===== src/rtl/pulse_bcd_counter.sv =====
// pulse_bcd_counter: 4-digit BCD pulse counter with multiplexed active-low 7-seg display; define PULSE_CNT_SATURATE_EN to saturate at 9999 instead of rolling over
module pulse_bcd_counter #(
  parameter int REFRESH_DIV = 10000,
  parameter int DIV_W = 14
) (
  input  logic        CLK,
  input  logic        RESET,
  input  logic        PULSO,
  input  logic        CLR,
  output logic [15:0] COUNT,
  output logic        WRAP,
  output logic [3:0]  AN,
  output logic [6:0]  SEG
);
  typedef enum logic [1:0] {SCAN0, SCAN1, SCAN2, SCAN3} state_t;
  state_t state, state_n;
  logic pulso_q, inc, at_max, tick;
  logic [3:0] cy;
  logic [15:0] count_inc;
  logic [DIV_W-1:0] div;
  logic [3:0] digit, an_n;
  logic [6:0] seg_n;
  assign inc = PULSO & ~pulso_q;
  assign at_max = COUNT == 16'h9999;
  assign tick = div == DIV_W'(REFRESH_DIV - 1);
  assign cy[0] = 1'b1;
  for (genvar i = 0; i < 4; i++) begin : g_dig
    assign count_inc[4*i +: 4] = cy[i] ? (COUNT[4*i +: 4] == 4'd9 ? 4'd0 : COUNT[4*i +: 4] + 4'd1) : COUNT[4*i +: 4];
    if (i < 3) begin : g_cy
      assign cy[i+1] = cy[i] & (COUNT[4*i +: 4] == 4'd9);
    end
  end
  // previous PULSO level for rising-edge detection; keeps tracking during CLR
  always_ff @(posedge CLK or posedge RESET)
    if (RESET) pulso_q <= 1'b0;
    else pulso_q <= PULSO;
  // BCD count with clear priority over a counted edge
  always_ff @(posedge CLK or posedge RESET)
    if (RESET) begin
      COUNT <= '0;
      WRAP <= 1'b0;
    end else if (CLR) begin
      COUNT <= '0;
      WRAP <= 1'b0;
    end
`ifdef PULSE_CNT_SATURATE_EN
    else if (inc) begin
      if (at_max) WRAP <= 1'b1;
      else COUNT <= count_inc;
    end
`else
    else begin
      WRAP <= inc & at_max;
      if (inc) COUNT <= count_inc;
    end
`endif
  // refresh divider and scan state register
  always_ff @(posedge CLK or posedge RESET)
    if (RESET) begin
      div <= '0;
      state <= SCAN0;
    end else begin
      div <= tick ? '0 : div + 1'b1;
      state <= state_n;
    end
  // next scan state, digit select and enable for the current state
  always_comb begin
    state_n = tick ? state_t'(state + 2'd1) : state;
    digit = state == SCAN0 ? COUNT[3:0] : state == SCAN1 ? COUNT[7:4] : state == SCAN2 ? COUNT[11:8] : COUNT[15:12];
    an_n = ~(4'b0001 << state);
  end
  // active-low segment decode {g..a}
  always_comb begin
    seg_n = 7'b1111111;
    case (digit)
      4'd0: seg_n = 7'b1000000;
      4'd1: seg_n = 7'b1111001;
      4'd2: seg_n = 7'b0100100;
      4'd3: seg_n = 7'b0110000;
      4'd4: seg_n = 7'b0011001;
      4'd5: seg_n = 7'b0010010;
      4'd6: seg_n = 7'b0000010;
      4'd7: seg_n = 7'b1111000;
      4'd8: seg_n = 7'b0000000;
      4'd9: seg_n = 7'b0010000;
      default: seg_n = 7'b1111111;
    endcase
  end
  // registered display drive, dark while in reset
  always_ff @(posedge CLK or posedge RESET)
    if (RESET) begin
      AN <= 4'b1111;
      SEG <= 7'b1111111;
    end else begin
      AN <= an_n;
      SEG <= seg_n;
    end
endmodule


===== config.mk =====
export PLATFORM = sky130hd
export DESIGN_NAME = pulse_bcd_counter
export DESIGN_NICKNAME = d
export VERILOG_FILES = /design/src/rtl/pulse_bcd_counter.sv
export SDC_FILE = /design/constraint.sdc
export NUM_CORES = 1
export LEC_CHECK = 0
export CORE_MARGIN = 2
export CORE_UTILIZATION = 40
export DETAILED_ROUTE_END_ITERATION = 10
export REMOVE_ABC_BUFFERS = 1
export SLEW_MARGIN = 10
export SYNTH_ARGS = -nofsm -noshare
export SYNTH_HDL_FRONTEND = slang
export SYNTH_SLANG_ARGS = --single-unit

===== constraint.sdc =====
create_clock -name CLK -period 2.45 [get_ports CLK]
set_input_delay 0.49 -clock CLK [delete_from_list [all_inputs] [get_ports CLK]]
set_output_delay 0.49 -clock CLK [all_outputs]
set_load 0.03 [all_outputs]

==> out/summary.txt <==
relative slew slack: 60.5%
area added between synthesis and finish: 22.8%
vias in the first global route: 1,638
TNS Setup: 0 ps
Final Slew Violations: 0
Clock Tree Buf Depth: 2
final instance area: 2880 µm²
fillers: 519
clock-pin slew on the worst setup and hold paths: 90 ps
crit-path max cell delay: 420 ps
register bit total from synthesis: 45
CP required: 2670 ps
DRC: 0
Syn Area/Cell: 10.4 µm²
Power Density: 549 nW/µm²
HP Class: in -> async
hold buffer count at CTS: 0
Initial Utilization: 42.1%
Die X: 80.6 µm
first-pass GRT wire length: 7720 µm
first drt pass iteration count: 4
clock tree from TritonCTS: built
maxcap violations: 0
clock root buffer: clkbuf_8
Cells after Synth: 225
status: finished, final reports clean
share of cells above drive strength 1: 11.7%
ys async rst share: 100%
maximum vdd drop: 0.336 mV
port bufs: 31
area leader, netlist: dfrtp_1
Leak: 1.21 nW
post-synth cell types: 47
Num CTS Buffers: 5
Starting DRT DRC Count: 76
initial antenna violation count: 0
area of the die: 6500 µm²
endpoints failing hold: 0
Seq/Total Area, Yosys: 48.6%
Core Region: 5570 µm²
DR vias: 1,756
IO Pins: 32
Final nets: 283
top_reg_cell synth: dfrtp_1
final setup violation count: 0
Total Wirelength: 4620 µm
CTS H-tree depth: 2
Core Rows: 27
DR WL/cell: 13.7 µm
RSZ-0062 raised after global routing: no
reg-to-reg slack, setup: 270 ps
gr ovfl total: 0
post-detail-place hpwl: 3290 µm
fin crit share: 88.8%
ANT nets after route: 0
Yosys Warn Count: 0
Min Clock Period, post-route: 2180 ps
Worst-Margin Slew: 588 ps
Placement Cell Area: 2770 µm²
Final Wtd Congestion: 0.775
Startpoint Class: flop
Crit-path slowest cell: a221o_2
GR Util All Layers: 15.5%
Crit. End Element: flop
postcts setup bufs: 0
Via density: 5.21
Max Clock Freq: 0.459 GHz
Crit Path Class: reg -> reg
CP Max Fanout: 11
Clock Latency Late Sink: 310 ps
post_cts resized: 0
Worst Skew: 10.2 ps
Yosys top cell area share: 36.2%
largest net degree at the start of global routing: 19
clock sink count: 45
Ant. Diodes: 0
synthesized area: 2350 µm²
number of flops mapped to enable cells by yosys: 0
CP cell instances: inv_1, ha_1, nor2_1, a221o_2, inv_1, ha_1, o211ai_1
Arr. time, crit path: 2400 ps
Synth area leaders: dfrtp_1 36%, dfstp_2 12%, ha_1 8.0%
die height: 80.6 µm
-- cell usage after synthesis, drive strengths merged, types with 2 or more instances --
master  count
and3b       4
o21ai       9
a21oi       9
xor2        4
nand3       9
or4         2
xnor2       9
a211oi      3
nor2       17
nand2      16
dfstp      11
buf         5
nor4b       2
o41ai       2
mux2i       6
a221o       2
o211ai      2
dfrtp      34
nor3b       6
or3         2
ha         15
nand4       5
nor3        7
nor2b       6
nand2b      4
clkbuf      2
inv        15
-- flip-flops by register name, summed over array words and instances (netlist names) --
name and cells:
COUNT 16, AN 4, WRAP 1, state 2
pulso_q 1, SEG 7, div 14
-- path summary, 6_finish.rpt --
check / startpoint / to / cells past startpoint
worst max register to register: state[0]$_DFFE_PP0N_ / SEG[3]$_DFF_PP1_ / 7
max in group asynchronous: RESET / SEG[3]$_DFF_PP1_ / 3
worst min register to register: div[13]$_DFF_PP0_ / div[13]$_DFF_PP0_ / 1
worst min-delay path: RESET / div[3]$_DFF_PP0_ / 2
worst max-delay path: state[0]$_DFFE_PP0N_ / SEG[3]$_DFF_PP1_ / 7
min in group CLK: div[13]$_DFF_PP0_ / div[13]$_DFF_PP0_ / 1
-- through the flow --
step | util (%) | instances | total power, mW | setup slack (ps) | hold WS (ps)
5_1_grt | 51.7 | 337 | 1.66 | 98.0 | 504
3_3_place_gp | 49.6 | 329 | 1.02 | 373 | 464
3_5_place_dp | 49.6 | 329 | 1.02 | 303 | 477
4_1_cts | 51.7 | 337 | 1.61 | 258 | 478
2_1_floorplan | - | 218 | 0.927 | 492 | 438
6_report | 51.7 | 337 | 1.58 | 273 | 476
-- layout by cell type, fill, tap and decap left out, types with 7 or more instances in the layout --
cell type        netlist  routed
dfrtp_1               34      34
inv_1                 15      14
nand3_1                9       9
clkdlybuf4s50_1        0      31
nand2_1               16      16
dfstp_2               11      11
ha_1                  15      15
buf_4                  1       8
o21ai_0                9       9
nor3_1                 7       7
nor2_1                17      17
a21oi_1                9       9
xnor2_1                9       9
-- cell families after synthesis --
family / count (synthesis) / synth area share, %
and+or+nand+nor: 87 / 20.3
xor gates and xnor gates: 13 / 4.85
AOI/OAI and AO/OA: 37 / 11.6
DFF: 45 / 48.6
buffers and inverters: 22 / 4.16
adders and majority gates: 15 / 8.00
muxes: 6 / 2.56
-- worst max-delay path, delay by kind of cell (launching register included) --
kind                     cells  cell delay [ps]
AND/OR/NAND/NOR              1              180
flip-flops                   1              410
buffers and inverters        2              270
AO/OA/AOI/OAI                2              600
adder cells (fa/ha/maj)      2              630
-- layer usage --
| metal | track usage (%) | vias up | share of wire (%) |
|---|---|---|---|
| met5 | 0 | - | 0 |
| met4 | 7.12 | 0 | 2.1 |
| met3 | 3.93 | 10 | 3.7 |
| met2 | 23.8 | 35 | 45 |
| met1 | 20.5 | 839 | 49 |
| li1 | - | 872 | - |
-- cell type report --
class / count / area [µm²] / area share, %
repair buffers: 39 / 370 / 12.9
flip-flops and latches: 45 / 1140 / 39.6
multi-input cells: 158 / 1110 / 38.5
clock inverters: 3 / 46.3 / 1.61
inverters: 15 / 56.3 / 1.95
well taps: 72 / 90.1 / 3.13
clock buffers: 5 / 68.8 / 2.39
-- power by group --
| part | switching [mW] | internal (mW) | leakage, nW |
|---|---|---|---|
| registers | 0.0322 | 0.771 | 0.567 |
| logic | 0.117 | 0.0825 | 0.590 |
| clock network | 0.275 | 0.306 | 0.0543 |
| total | 0.424 | 1.16 | 1.21 |
(Power assumes the default switching activity.)
